$ cat src/rtl/bus_line_fill.sv
// Cache-side bus master: one miss -> one line-aligned read request, burst beats assembled into a line.
// Optional: define FILL_TAG_CHECK_EN to accept only response beats whose tag matches this instance's request tag.
module bus_line_fill #(
    parameter int BUS_DATA_WIDTH = 64,
    parameter int BUS_TAG_WIDTH  = 13,
    parameter int BEATS          = 8,
    parameter int SRC_ID         = 0
) (
    input  logic                              clk,
    input  logic                              reset,
    input  logic                              fill_req,
    input  logic [BUS_DATA_WIDTH-1:0]         fill_addr,
    output logic                              fill_ready,
    output logic                              fill_done,
    output logic [BEATS*BUS_DATA_WIDTH-1:0]   fill_line,
    output logic                              bus_reqcyc,
    output logic [BUS_DATA_WIDTH-1:0]         bus_req,
    output logic [BUS_TAG_WIDTH-1:0]          bus_reqtag,
    input  logic                              bus_reqack,
    input  logic                              bus_respcyc,
    input  logic [BUS_DATA_WIDTH-1:0]         bus_resp,
    input  logic [BUS_TAG_WIDTH-1:0]          bus_resptag,
    output logic                              bus_respack
);

    localparam int CNT_W = (BEATS > 1) ? $clog2(BEATS) : 1;
    localparam int OFF_W = $clog2(BEATS * (BUS_DATA_WIDTH / 8));
    localparam logic [7:0]                SRC_ID8   = 8'(SRC_ID);
    localparam logic [12:0]               TAG13     = {1'b1, 4'b0001, SRC_ID8};
    localparam logic [BUS_TAG_WIDTH-1:0]  REQ_TAG   = BUS_TAG_WIDTH'(TAG13);
    localparam logic [BUS_DATA_WIDTH-1:0] LINE_MASK =
        ~((BUS_DATA_WIDTH'(1) << OFF_W) - BUS_DATA_WIDTH'(1));
    localparam logic [CNT_W-1:0]          LAST_BEAT = CNT_W'(BEATS - 1);

    typedef enum logic [1:0] {
        ST_IDLE = 2'd0,
        ST_REQ  = 2'd1,
        ST_RESP = 2'd2,
        ST_DONE = 2'd3
    } state_t;

    state_t                       state_reg, state_next;
    logic [BUS_DATA_WIDTH-1:0]    addr_reg, addr_next;
    logic [BUS_TAG_WIDTH-1:0]     tag_reg, tag_next;
    logic [CNT_W-1:0]             cnt_reg, cnt_next;
    logic                         accept;
    logic                         tag_ok;
    logic                         beat_we;
    logic                         last_beat;

`ifdef FILL_TAG_CHECK_EN
    // Beats carrying another requester's tag belong to the other cache.
    assign tag_ok = (bus_resptag == tag_reg);
`else
    logic unused_resptag;
    assign unused_resptag = ^bus_resptag;
    assign tag_ok         = 1'b1;
`endif

    assign accept    = (state_reg == ST_IDLE) && fill_req;
    assign beat_we   = (state_reg == ST_RESP) && bus_respcyc && tag_ok;
    assign last_beat = (cnt_reg == LAST_BEAT);

    // State register
    always_ff @(posedge clk) begin
        if (reset) begin
            state_reg <= ST_IDLE;
        end else begin
            state_reg <= state_next;
        end
    end

    // Next-state logic
    always_comb begin
        state_next = state_reg;
        case (state_reg)
            ST_IDLE: if (fill_req)              state_next = ST_REQ;
            ST_REQ:  if (bus_reqack)            state_next = ST_RESP;
            ST_RESP: if (beat_we && last_beat)  state_next = ST_DONE;
            ST_DONE:                            state_next = ST_IDLE;
            default:                            state_next = ST_IDLE;
        endcase
    end

    // Output logic; respack is combinational so a beat is consumed in the cycle it appears
    always_comb begin
        fill_ready  = 1'b0;
        fill_done   = 1'b0;
        bus_reqcyc  = 1'b0;
        bus_respack = 1'b0;
        case (state_reg)
            ST_IDLE: fill_ready  = 1'b1;
            ST_REQ:  bus_reqcyc  = 1'b1;
            ST_RESP: bus_respack = beat_we;
            ST_DONE: fill_done   = 1'b1;
            default: fill_ready  = 1'b0;
        endcase
    end

    // Request address/tag are captured once at accept and stay put for the whole fill
    always_comb begin
        addr_next = addr_reg;
        tag_next  = tag_reg;
        cnt_next  = cnt_reg;
        if (accept) begin
            addr_next = fill_addr & LINE_MASK;
            tag_next  = REQ_TAG;
            cnt_next  = '0;
        end
        if (beat_we) begin
            cnt_next = cnt_reg + CNT_W'(1);
        end
    end

    always_ff @(posedge clk) begin
        if (reset) begin
            addr_reg <= '0;
            tag_reg  <= '0;
            cnt_reg  <= '0;
        end else begin
            addr_reg <= addr_next;
            tag_reg  <= tag_next;
            cnt_reg  <= cnt_next;
        end
    end

    assign bus_req    = addr_reg;
    assign bus_reqtag = tag_reg;

    // One register per beat slot; a slot keeps its old contents until the next fill reaches it
    generate
        for (genvar gi = 0; gi < BEATS; gi++) begin : g_beat
            logic [BUS_DATA_WIDTH-1:0] data_reg;
            always_ff @(posedge clk) begin
                if (reset) begin
                    data_reg <= '0;
                end else if (beat_we && (cnt_reg == CNT_W'(gi))) begin
                    data_reg <= bus_resp;
                end
            end
            assign fill_line[gi*BUS_DATA_WIDTH +: BUS_DATA_WIDTH] = data_reg;
        end
    endgenerate

endmodule

$ cat config.mk
export PLATFORM = sky130hd
export DESIGN_NAME = bus_line_fill
export DESIGN_NICKNAME = d
export VERILOG_FILES = /design/src/rtl/bus_line_fill.sv
export SDC_FILE = /design/constraint.sdc
export NUM_CORES = 1
export LEC_CHECK = 0
export CAP_MARGIN = 5
export CORE_AREA = 2 2 285 287
export CTS_BUF_LIST = sky130_fd_sc_hd__clkbuf_8
export CTS_CLUSTER_SIZE = 14
export DETAILED_ROUTE_END_ITERATION = 7
export DIE_AREA = 0 0 287 289
export GPL_ROUTABILITY_DRIVEN = 0
export PLACE_DENSITY = 0.53
export SYNTH_ARGS = -nofsm -noshare
export SYNTH_HDL_FRONTEND = slang
export SYNTH_SLANG_ARGS = --single-unit
$ cat constraint.sdc
create_clock -name clk -period 4.7 [get_ports clk]
set_input_delay 1.41 -clock clk [delete_from_list [all_inputs] [get_ports clk]]
set_output_delay 1.41 -clock clk [all_outputs]
set_load 0.02 [all_outputs]
==> results by group <==
Power
  – LEAKAGE: 10.00 nW
  – Seq pwr share: 45.4%
  – PD cells: between 300 and 400 mW/mm^2
  – Worst vdd ir: 237.8 uV
  – Comb pwr share: a little over an eighth
  – Sw frac: 28.50%
  – Switching power: between 0.003 and 0.004 W
  – Internal power: 0.008105 W
  – Clock power share: 41.2%

Drt
  – Drc violations: 0
  – Antenna Nets Post-Route: 0
  – Vias/cell: 4.451
  – 1st-pass router iterations: 4
  – WL/cell: 20.10 um
  – DRT Wirelength: 87,210 um
  – Vias: 19,309
  – Initial DRC Count: roughly 1,200

Worst hold path
  – Hold Path Depth: 2
  – Hold path start: g_beat[7].data_reg[36]
  – Worst Hold Class: flip-flop to flip-flop
  – Hold endpoint: g_beat[7].data_reg[36]

Synth
  – Main flop type after synthesis: dfxtp_1
  – EDFF count, synth: 0
  – Number of synthesized register bits: 576
  – Synth top area share: between 50% and 60%
  – Register area share after synthesis: 55.81%
  – Syn_area_per_cell: 7.901 sq um
  – Post-synth cell types: 26
  – Synth area leaders: dfxtp_1 56%, nand2_1 21%, a21oi_1 14%, buf_2 2.7%, buf_4 1.9%
  – Synthesized area: 0.02066 sq mm
  – Synth area leader: dfxtp_1
  – Post-Synthesis Cells: 2,615
  – Asr flop ratio synth: 0%
  – Synth warn: 0

Clocking
  – Resize count post-CTS: 0
  – Number of post-CTS setup repair buffers: 0
  – CTS hold repair buffers: 0
  – Root buffer cell: clkbuf_8
  – TritonCTS Buffers: between 100 and 150
  – # clock sinks: roughly 580
  – Worst-Skew Late Latency: 0.71 ns
  – Reg clk slew, reported paths: 0.06 ns
  – CTS tree: yes
  – Longest Clk Path Bufs: 3
  – H-tree depth: 3

Setup path
  – Cell breakdown of the critical path: clkdlybuf4s50_1 -> nand2_1 -> inv_1 -> clkdlybuf4s50_1
  – Reg2reg end: g_beat[7].data_reg[29]
  – Critical path class: input pin to output pin
  – Max incr delay on CP: just over 0.6 ns
  – Critical path arrival: 2.75 ns
  – Register-to-register setup slack: 2.34 ns
  – R2r startpoint: cnt_reg[2]
  – Most frequent cell on the critical path: clkdlybuf4s50_1
  – Worst EP required: 3.29 ns
  – Slowest-stage cell, CP: clkdlybuf4s50_1
  – CP Capture Type: output pin
  – Worst setup startpoint: bus_respcyc
  – Worst-path fanout max: 5
  – Critical path startpoint category: input pin
  – Worst reg2reg path depth: 4

Floorplan
  – Site Rows: between 100 and 150
  – Io pins: 739
  – DIE WIDTH: approximately 290 um
  – DIE AREA: 0.08294 sq mm
  – Placeable Area: between 0.07 and 0.08 sq mm
  – Die Y: ~290 um
  – Initial Util: 25.86%

Timing
  – Max_slew headroom: 34.63%
  – Post-Route Skew: 0.05453 ns
  – RSZ-0062 raised after global routing: no
  – Setup_tns: 0 ns
  – Fin. max-slew vios: 0
  – Maximum clock frequency: around 0.24 GHz
  – Worst slew pin tran: 0.9805 ns
  – Hold Fails Final Rpt: 0
  – Post-route clock period utilization: 88.58%
  – Min Tclk post-route: 4.163 ns
  – Final setup viols: 0

Global routing
  – Met3 Use GR: 6.567%
  – Global routing's busiest layer: met2
  – Met2 GRT Util: 33.09%
  – Vias in the first global route: 18,220
  – Grt total ovfl: 0
  – First-pass GRT wire length: between 100,000 and 150,000 um
  – M1 GR Usage: about 24%
  – Largest net degree at the start of global routing: between 90 and 100
  – GRT Util Overall: 19.95%
  – Initial antenna violation count: 5

Layout
  – Share of cells above drive strength 1: between 5 and 6%
  – Post-route cell area: 0.03009 sq mm
  – Nets: 3,358
  – Final cell count without fillers: 4,338
  – Syn-to-layout area delta: 45.65%
  – Max FFs per register: 512

Run status
  – Result of the run: finished, final reports clean

Placed design
  – Input/output buffers: about 700
  – HPWL Detailed: 56,820 um
  – Cells after DPL: 4,157
  – Placed Area: about 0.028 sq mm

Flow run
  – Max-cap violations: 0
## cell usage after synthesis, drive strengths merged (7+ instances only)
cell and number:
a21oi 574, buf 197, clkbuf 74, dfxtp 576, ha 10, inv 8, nand2 1143, nand3 7
## per-stage QoR
stage / hold WS, ns / utilization [%] / worst slack, ns / power (W)
2_1_floorplan: 0.4775 / - / 1.400 / 0.006071
3_3_place_gp: 0.4404 / 35.11 / 0.5561 / 0.006790
3_5_place_dp: 0.4453 / 35.11 / 0.5476 / 0.006790
4_1_cts: 0.4528 / 37.66 / 0.5354 / 0.01153
5_1_grt: 0.4642 / 37.66 / 0.4565 / 0.01186
6_report: 0.4514 / 37.66 / 0.5369 / 0.01134
## metal layers
metal	vias up	wire, um
met5	-	0
met4	0	2640
met3	151	7418
met2	719	41190
met1	8983	35960
li1	9456	-
## final cells by class
type	count	area, sq um
clock inverters	55	324.1
diodes	2	5.005
multi-input cells	1776	7674
fillers	8426	49810
repair buffers	737	7495
flip-flops and latches	576	11530
clock buffers	124	1707
well taps	1060	1326
inverters	8	30.03
## critical path: cells and delay by family
kind / cells / cell delay, ns
buf+inv: 3 / 1.19
simple gates: 1 / 0.16
## layout by cell type, fill, tap and decap left out, drive strengths merged, types with 7 or more instances in the layout
master / count
inv: 50
nand3: 7
conb: 17
clkbuf: 124
nand2: 1143
buf: 36
ha: 10
a21oi: 574
clkinv: 9
clkdlybuf4s50: 701
dfxtp: 576
## cell families (layout without fill, tap and decap cells)
group,count (synthesis),after routing,share of synthesized area (%)
adder cells (fa/ha/maj),10,10,0.6056
buffers and inverters,279,924,7.691
AO/OA/AOI/OAI,576,576,13.99
multiplexers,1,1,0.04845
AND/OR/NAND/NOR,1172,1172,21.83
flip-flops,576,576,55.81
other,1,19,0.01815
## power groups by stage
stage	sequential, W	combinational (W)	clock, W
5_1_grt	0.00517	0.00164	0.00506
4_1_cts	0.00515	0.00154	0.00483
6_report	0.00515	0.00152	0.00467
3_5_place_dp	0.00525	0.00154	0
2_1_floorplan	0.00543	0.000641	0
3_3_place_gp	0.00525	0.00154	0
## how the worst max path moves through the flow
| stage | end | cells past startpoint |
|---|---|---|
| CTS | bus_respack | 4 |
| finish | bus_respack | 4 |
| floorplan | bus_respack | 3 |
| detailed placement | bus_respack | 4 |
| global placement | bus_respack | 4 |
| global route | bus_respack | 4 |
No activity file was read; power rests on OpenSTA's default activity.
==> patch, RTL diff (same flow settings) <==
Build with the macro `FILL_TAG_CHECK_EN` defined.
--- a/src/rtl/bus_line_fill.sv
+++ b/src/rtl/bus_line_fill.sv
@@ -1,4 +1,6 @@
 // Cache-side bus master: one miss -> one line-aligned read request, burst beats assembled into a line.
 // Optional: define FILL_TAG_CHECK_EN to accept only response beats whose tag matches this instance's request tag.
+`define FILL_TAG_CHECK_EN
+
 module bus_line_fill #(
     parameter int BUS_DATA_WIDTH = 64,
Formal check against the unedited RTL: not equivalent (a bounded check fails within 4 cycles, from zero or initial values and one cycle with reset high).
==> patch against the original RTL <==
  * Count of clock-buffer cells in the layout increased by 1
  * Worst setup slack got worse by 0.49 ns
  * Synthesized area increased by 9.2%
  * Critical endpoint unchanged
  * Design area increased by 8.4%
  * Total power decreased by 5.0%
  * Sequential cell count unchanged
  * Largest power group unchanged
  * Routed wire length increased by 11%
  * Hold slack improved by 0.0013 ns
  * Synthesized cell count decreased by 1.5%
  * Combinational power decreased by 30%
  * Core utilization increased by 3.2 points
==> patch: results (changes against the original RTL) <==
* Synth Area in Compound Gates at 18.7% (+4.7 points)
* Post-synthesis mux area share at 5.72% (+5.7 points)
* DP HPWL at 63.9 mm (+12%)
* Net count, final at 3374 (+0.48%)
* Arr. time, crit path at 3.24 ns (+0.49 ns)
* First-pass GRT wire length at 140 mm (+13%)
* Synth top cells by count: 576 x dfxtp_1, 445 x a21oi_1, 387 x nand3_1
* Least-Margin Pin Slew at 0.712 ns (-0.268 ns)
* Dpl cell area at 0.0306 mm^2 (+9.1%)
* Drt first pass iters at 5 (+1)
* Proportion of layout cells with a drive suffix above 1 at 7.44% (+1.6 points)
* Static leakage at 11.2 nW (+12%)
* Status: finished clean
* Max FO, Critical Path at 2 (-3)
* Sw frac at 26.9% (-1.6 points)
* R2R Path Start: state_reg[0]
* R2r worst-path depth at 9 (+5)
* Post-Synth Adder-Cell Area at 0.610% (+0.0042 points)
* Vias in the first global route at 21100 (+16%)
* DRT Wirelength at 96.6 mm (+11%)
* IO buf count at 715 (+1.9%)
* Gr usage total at 22.1% (+2.2 points)
* Post-DR vias/cell at 4.98 (+12%)
* Hold path start: bus_req[14]
* R2r endpoint: g_beat[0].data_reg[18]
* Synth area leaders: dfxtp_1 51%, a21oi_1 9.9%, nand3_1 8.6%
* Maximum VDD drop at 0.222 mV (-6.5%)
* Seq/Total Area, Yosys at 51.1% (-4.7 points)
* Distinct cells, synth at 38 (+46%)
* Initial DRC count at 1709 (+43%)
* Initial antenna violation count at 2 (-3)
* Setup Skew at 0.0391 ns (-0.0154 ns)
* Largest net degree at the start of global routing at 96 (-2.0%)
* Filler cells at 8102 (-3.8%)
-- patch: cell types whose count changed in the layout (fill, tap and decap cells not counted), moves of 8 or more --
cell	delta
a21oi_1	-129
nand3_1	+381
o21ai_0	+204
o21ai_1	+180
buf_12	+8
mux2i_1	+128
nand2b_1	+191
buf_4	+41
clkdlybuf4s50_1	+12
nand2_1	-1021
-- patch: timing repair --
item / in CTS / in global routing
endpoints found under the setup margin: 1 / 0
buffers inserted: 0 / 0
gates resized for setup: 2 / 0
-- patch: worst max-delay path: stages --
cell and delay, ns:
clkdlybuf4s50_1 0.52, nor4_2 0.25, buf_4 0.19, nand2_1 0.08, nor3_2 0.26, buf_4 0.18
dlygate4sd2_1 0.33
-- patch: area by class of cell --
type                       instances  area (um^2)  area share, %
multi-input combinational       1728         9620           29.5
timing repair buffer             799         8090           24.8
sequential                       576        11500           35.3
clock inverter                    56          304          0.932
antenna                            2         5.00         0.0153
clock buffer                     125         1720           5.27
inverter                           8         30.0         0.0920
tap                             1060         1330           4.06
-- patch: kinds of logic (layout without fill, tap and decap cells) --
kind of cell,Yosys count,in the layout
AOI/OAI and AO/OA,838,838
and+or+nand+nor,733,733
DFF,576,576
buffers and inverters,289,988
muxes,129,129
adders and majority gates,11,11
other,1,19
-- patch: power groups by stage --
| stage | logic [mW] | registers (mW) | clock network [mW] |
|---|---|---|---|
| 2_1_floorplan | 0.379 | 5.27 | 0 |
| 3_3_place_gp | 1.08 | 5.15 | 0 |
| 3_5_place_dp | 1.07 | 5.16 | 0 |
| 4_1_cts | 1.07 | 5.05 | 4.79 |
| 5_1_grt | 1.14 | 5.06 | 5.01 |
| 6_report | 1.07 | 5.05 | 4.65 |
-- patch: worst max-delay path by stage --
stage / from / end / slack (ns) / cells after the start
CTS: bus_resptag[1] / bus_respack / 0.05 / 7
detailed placement: bus_resptag[1] / bus_respack / -0.45 / 7
floorplan: bus_resptag[1] / bus_respack / 0.75 / 3
global route: bus_resptag[2] / bus_respack / 0.009 / 7
finish: bus_resptag[1] / bus_respack / 0.05 / 7
global placement: bus_resptag[1] / bus_respack / -0.44 / 7
-- patch: per-layer routing --
metal	GRT usage, %	up-vias	routed length (um)	part of all wire, %
li1	-	10300	-	-
met1	27.5	10400	39700	41
met2	36.6	851	46100	48
met3	6.61	152	7840	8.1
met4	7.43	0	3000	3.1
met5	0	-	0	0
-- patch: per-stage QoR --
stage / util (%) / hold slack [ns] / setup WS, ns / setup TNS (ns) / std cells
global placement: 38.3 / 0.441 / -0.439 / -0.439 / 4171
CTS: 40.8 / 0.453 / 0.0508 / 0 / 4352
detailed placement: 38.3 / 0.447 / -0.449 / -0.449 / 4171
floorplan: - / 0.485 / 0.751 / 0 / 2593
global route: 40.8 / 0.469 / 0.00858 / 0 / 4353
finish: 40.8 / 0.453 / 0.0506 / 0 / 4354
